[config.mk]
export PLATFORM = sky130hd
export DESIGN_NAME = microwave_ctrl_gen
export DESIGN_NICKNAME = d
export VERILOG_FILES = /design/src/rtl/microwave_ctrl_gen.sv
export SDC_FILE = /design/constraint.sdc
export NUM_CORES = 1
export LEC_CHECK = 0
export ABC_AREA = 1
export BUFFER_PORTS_ARGS = -buffer_cell sky130_fd_sc_hd__buf_2
export CAP_MARGIN = 40
export CORE_MARGIN = 2
export CORE_UTILIZATION = 40
export CTS_BUF_LIST = sky130_fd_sc_hd__clkbuf_4 sky130_fd_sc_hd__clkbuf_8 sky130_fd_sc_hd__clkbuf_16
export DETAILED_ROUTE_END_ITERATION = 7
export PLACE_DENSITY_LB_ADDON = 0.1
export SETUP_SLACK_MARGIN = 0.02
export SLEW_MARGIN = 25
export SYNTH_ARGS = -nofsm -noshare
export SYNTH_HDL_FRONTEND = slang
export SYNTH_SLANG_ARGS = --single-unit
[constraint.sdc]
create_clock -name clock -period 7 [get_ports clock]
set_input_delay 0 -clock clock [delete_from_list [all_inputs] [get_ports clock]]
set_output_delay 0 -clock clock [all_outputs]
set_load 0.02 [all_outputs]
[src/rtl/microwave_ctrl_gen.sv]
// Microwave oven controller: one-hot keypad entry of a BCD MM:SS time, real-time
// countdown on 7-segment displays, pause/resume, DONE state and duty-cycled magnetron.
module microwave_ctrl_gen #(
    parameter int CLK_PER_SEC = 100,
    parameter int MIN_DIGITS  = 2,
    parameter int POWER_STEPS = 10
) (
    input  logic                    clock,
    input  logic                    reset,
    input  logic [9:0]              keypad,
    input  logic                    startn,
    input  logic                    stopn,
    input  logic                    clearn,
    input  logic                    door_closed,
    input  logic [3:0]              power_level,
    output logic [6:0]              sec_ones_segs,
    output logic [6:0]              sec_tens_segs,
    output logic [7*MIN_DIGITS-1:0] mins_segs,
    output logic                    mag_on,
    output logic                    done
);

    localparam int NDIG = 2 + MIN_DIGITS;
    localparam int PSW  = $clog2(CLK_PER_SEC);
    localparam int PW   = ($clog2(POWER_STEPS + 1) > 4) ? $clog2(POWER_STEPS + 1) : 4;
    localparam logic [6:0] SEG_ZERO = 7'h3F;

    typedef enum logic [1:0] {IDLE, COOKING, PAUSED, DONE} state_t;

    state_t               state, state_nx;
    logic [NDIG-1:0][3:0] tm, tm_nx, tm_dec;
    logic [PSW-1:0]       presc, presc_nx;
    logic [PW-1:0]        duty, duty_nx;
    logic [PW-1:0]        power, power_nx;
    logic [9:0]           key_prev;
    logic [3:0]           key_digit;
    logic                 key_event, key_single, tick, mag_nx;

    function automatic logic [6:0] seg7(input logic [3:0] d);
        case (d)
            4'd0:    seg7 = 7'h3F;
            4'd1:    seg7 = 7'h06;
            4'd2:    seg7 = 7'h5B;
            4'd3:    seg7 = 7'h4F;
            4'd4:    seg7 = 7'h66;
            4'd5:    seg7 = 7'h6D;
            4'd6:    seg7 = 7'h7D;
            4'd7:    seg7 = 7'h07;
            4'd8:    seg7 = 7'h7F;
            4'd9:    seg7 = 7'h6F;
            default: seg7 = 7'h00;
        endcase
    endfunction

    assign key_event  = (keypad != '0) && (key_prev == '0);
    assign key_single = ((keypad & (keypad - 10'd1)) == '0);
    assign tick       = (presc == PSW'(CLK_PER_SEC - 1));

    always_comb begin
        key_digit = 4'd0;
        for (int i = 0; i < 10; i++)
            if (keypad[i]) key_digit = 4'(i);
    end

    // Borrow ripples upward: seconds-tens wraps to 5, every other digit to 9.
    always_comb begin
        logic borrow;
        tm_dec = tm;
        borrow = 1'b1;
        for (int i = 0; i < NDIG; i++) begin
            if (borrow) begin
                if (tm[i] != 4'd0) begin
                    tm_dec[i] = tm[i] - 4'd1;
                    borrow    = 1'b0;
                end else begin
                    tm_dec[i] = (i == 1) ? 4'd5 : 4'd9;
                end
            end
        end
    end

    // NOTE: every variable gets a default before the case so no path can infer a latch.
    always_comb begin
        state_nx = state;
        tm_nx    = tm;
        presc_nx = presc;
        duty_nx  = duty;
        power_nx = power;
        if (!clearn) begin
            state_nx = IDLE;
            tm_nx    = '0;
            presc_nx = '0;
            duty_nx  = '0;
        end else begin
            case (state)
                IDLE: begin
                    if (key_event && key_single)
                        tm_nx = {tm[NDIG-2:0], key_digit};
                    // Start looks at the pre-shift time, so a same-cycle key cannot enable it.
                    if (!startn && door_closed && (tm != '0)) begin
                        state_nx = COOKING;
                        presc_nx = '0;
                        duty_nx  = '0;
                        power_nx = (power_level == 4'd0) ? PW'(POWER_STEPS) : PW'(power_level);
                    end
                end
                COOKING: begin
                    presc_nx = tick ? '0 : presc + PSW'(1);
                    if (tick) begin
                        tm_nx   = tm_dec;
                        duty_nx = (duty == PW'(POWER_STEPS - 1)) ? '0 : duty + PW'(1);
                    end
                    if (tick && ((tm == '0) || (tm_dec == '0))) begin
                        state_nx = DONE;
                        tm_nx    = '0;
                    end else if (!stopn || !door_closed) begin
                        state_nx = PAUSED;
                    end
                end
                PAUSED: begin
                    if (!startn && door_closed && stopn)
                        state_nx = COOKING;
                end
                DONE: begin
                    if (!door_closed) begin
                        state_nx = IDLE;
                        presc_nx = '0;
                    end
                end
                default: state_nx = IDLE;
            endcase
        end
        mag_nx = (state_nx == COOKING) && door_closed && (duty_nx < power_nx);
    end

    // NOTE: sequential state uses non-blocking assignments so every register samples pre-edge values.
    always_ff @(posedge clock) begin
        if (reset) begin
            state         <= IDLE;
            tm            <= '0;
            presc         <= '0;
            duty          <= '0;
            power         <= '0;
            key_prev      <= '0;
            sec_ones_segs <= SEG_ZERO;
            sec_tens_segs <= SEG_ZERO;
            mins_segs     <= {MIN_DIGITS{SEG_ZERO}};
            mag_on        <= 1'b0;
            done          <= 1'b0;
        end else begin
            state         <= state_nx;
            tm            <= tm_nx;
            presc         <= presc_nx;
            duty          <= duty_nx;
            power         <= power_nx;
            key_prev      <= keypad;
            sec_ones_segs <= seg7(tm_nx[0]);
            sec_tens_segs <= seg7(tm_nx[1]);
            for (int i = 0; i < MIN_DIGITS; i++)
                mins_segs[7*i +: 7] <= seg7(tm_nx[2+i]);
            mag_on        <= mag_nx;
            done          <= (state_nx == DONE);
        end
    end

endmodule
==> flow_summary.toml <==
[timing]
layout_setup_ws_ps = 3730
max_freq_mhz = 306
rsz0062_at_grt = "no"
drv_slew = 0
hold_slack_ps = 42.7
period_needed_ps = 3270
fin_crit_sh_pct = 46.7
finClkSkew_ps = 5.49
max_slew_margin_pct = 49.6
tightest_slew_ps = 753
hold_viol = 0
setup_tns_ps = 0
setup_violations = 0

[global_route]
grt_overflow = 0
grt.total_usage_pct = 19.5
antenna_found_initial = 0
grt_pass1_wl_um = 20100
grt_pass1_vias = 4247
grt_max_degree = 42

[layout]
syn2layout_area_growth_pct = 17.5
finalNetCount = 784
layout.cells.non_filler = 880
n_antenna_cell = 0
drive_above_1_share_pct = 20.6
fillers = 1174

[worst_setup_path]
reg2reg_depth = 16
startpoint = "presc[0]$_SDFFE_PP0P_"
cp-end-kind = "flip-flop"
regToRegEndpoint = "mag_on$_SDFF_PP0_"
critical_path_class = "flip-flop to flip-flop"
endpoint = "mag_on$_SDFF_PP0_"
start_kind = "flip-flop"
cp_data_required_time_ps = 7280
worstPathMaxFanout = 28
cp_data_arrival_time_ps = 3550
r2r-start = "presc[0]$_SDFFE_PP0P_"
regToRegSetupSlack_ps = 3730

[logic_synthesis]
syn_inst = 674
syn_avg_cell_area_um2 = 7.06
ys.flop_type = "dfxtp_1"
syn_area_mm2 = 0.00476
yosys_warnings = 0
synth_nets = 726
synth-async-reset-ratio_pct = 0
ys_ff_latch = 73
yosysSeqAreaShare_pct = 30.7
synth_cell_types = 47
synth_edf_count = 0

[clocking]
cts_buffers = 9
htree_levels = 3
tritoncts = "built"
clk_pin_slew_worst_paths_ps = 60
cts_root_buf = "clkbuf_16"
cts.path.max_buffers = 2
clkLatencyLatePin_ps = 340
ctsResizeCount = 0
cts_sinks = 73

[floorplan]
ioPinCount = 50
die_h_um = 113
start_util_pct = 41.3
row_count = 39
fp.dieArea_mm2 = 0.0128
core-area_mm2 = 0.0115
fp.dieW_um = 113

[drt]
drc_errors = 3
drt-total-wl_um = 11800
route.detailed.wl_per_inst_um = 13.4
vias_per_cell = 5.12
drtAntennaViolNets = 0
drt_iter0_drc = 389
firstDrtPassIters = 7
vias = 4503

[power_and_ir_drop]
finalPower_mw = 1.00
p_per_area_mw_per_mm2 = 180
p_leak_nw = 2.55
ir_drop_uv = 101

[place]
routabilityCongestion = 1.07
place_ws_ps = 3790
dpl.hpwl_um = 8610
io_buffers = 49
dp_cells = 853

[hold_path]
hold_path_class = "input pin to flip-flop"
hp-start = "power_level[0]"

[outcome]
violations = "DRC"
status = "complete, but fails checks"

[run]
cap_violations = 0
## per-layer routing
metal	vias to the layer above	wire [um]	track usage (%)
met3	25	678	4.07
met2	117	5330	30.7
met1	2055	5440	25.7
met4	0	313	8.62
li1	2306	-	-
met5	-	0	0
## report_power, final
group | switching (mW) | internal [mW]
combinational | 0.0323 | 0.0180
sequential | 0.00106 | 0.419
clock | 0.178 | 0.356
total | 0.211 | 0.792
## metrics by stage
stage               area [um2]  utilization, %
floorplan                 4760               -
detailed placement        5120            44.4
finish                    5590            48.5
global route              5590            48.5
global placement          5120            44.4
CTS                       5560            48.3
## Yosys cell counts (6+ instances only)
library cell,instances,area (um2)
nor2_2,10,62.6
clkbuf_1,8,30.0
dfxtp_1,73,1460
inv_2,12,45.0
nand4_1,6,37.5
nor3_1,10,50.1
inv_1,80,300
o211ai_1,7,52.6
nand2_1,146,548
a21oi_1,30,150
nor2_1,71,267
nand3_1,43,215
o21ai_0,40,200
nand3_2,12,120
nand2_2,14,87.6
nor2_4,7,78.8
nand2_4,10,113
o21ai_1,16,80.1
ha_1,32,400
## flip-flops by register name, indices dropped and copies added, names as in the netlist, 2 cells and up
name	flops
duty	4
tm	16
state	2
key_prev	10
power	4
sec_tens_segs	7
presc	7
mins_segs	14
sec_ones_segs	7
## worst min-delay path by stage
stage / endpoint / slack, ps / depth (start not counted)
4_1_cts: power[0]$_SDFF_PP0_ / 40 / 5
3_5_place_dp: key_prev[0]$_SDFF_PP0_ / 270 / 3
2_1_floorplan: key_prev[0]$_SDFF_PP0_ / 110 / 2
3_3_place_gp: key_prev[0]$_SDFF_PP0_ / 260 / 3
5_1_grt: tm[10]$_SDFF_PP0_ / 80 / 2
6_report: power[0]$_SDFF_PP0_ / 40 / 5
## cells in the final DEF (no fill, tap or decap), types with 2 or more instances in the layout
cell type / Yosys / final
nand2_1: 146 / 146
inv_1: 80 / 80
dfxtp_1: 73 / 73
nor2_1: 71 / 71
buf_2: 3 / 49
nand3_1: 43 / 43
o21ai_0: 40 / 40
ha_1: 32 / 32
a21oi_1: 30 / 30
o21ai_1: 16 / 16
nand2_2: 14 / 14
nand3_2: 12 / 12
inv_2: 12 / 12
nand2_4: 10 / 10
nor2_2: 10 / 10
nor3_1: 10 / 10
dlygate4sd3_1: 0 / 10
clkbuf_16: 0 / 9
nor2_4: 7 / 7
o211ai_1: 7 / 7
nand4_1: 6 / 6
o21ai_2: 4 / 4
a21oi_2: 4 / 4
nor3b_1: 3 / 3
clkinv_2: 0 / 3
bufinv_16: 0 / 3
o311ai_0: 2 / 2
xor2_1: 2 / 2
a31oi_1: 2 / 2
nand3_4: 2 / 2
a21oi_4: 2 / 2
or2_1: 2 / 2
nor4_1: 2 / 2
o21a_1: 2 / 2
buf_4: 0 / 2
## kinds of logic after synthesis
logic type	after synthesis	share of synthesized area [%]
fa+ha+maj	32	8.42
buf+inv	107	8.92
simple gates	341	35.8
flops	73	30.7
compound gates	119	15.8
xor+xnor	2	0.368
## worst max-delay path, stage by stage, from the launching register on
cell and delay (ps):
dfxtp_1 380, ha_1 180, nand2_1 50, nor2_1 100, nand3_1 330, inv_2 510, nor2_1 130, inv_1 100
nand2_1 80, a31oi_1 120, o21ai_0 110, nand3_1 110, inv_1 70, ha_1 310, a2111oi_0 400, nand2_1 100
nor2_1 120
## what timing repair did
item                      in CTS  in global routing
setup buffers                  0                  0
hold endpoints to repair      10                  0
hold buffers                  10                  0
## area by class of cell
class	count	area, um2	share of cell area, %
Clock buffer	10	239	4.28
Inverter	92	345	6.18
Clock inverter	6	105	1.88
Sequential cell	73	1460	26.2
Tap cell	143	179	3.20
Timing Repair Buffer	62	388	6.94
Multi-Input combinational cell	494	2870	51.4
Note: power is estimated with default switching activity, not from simulation.
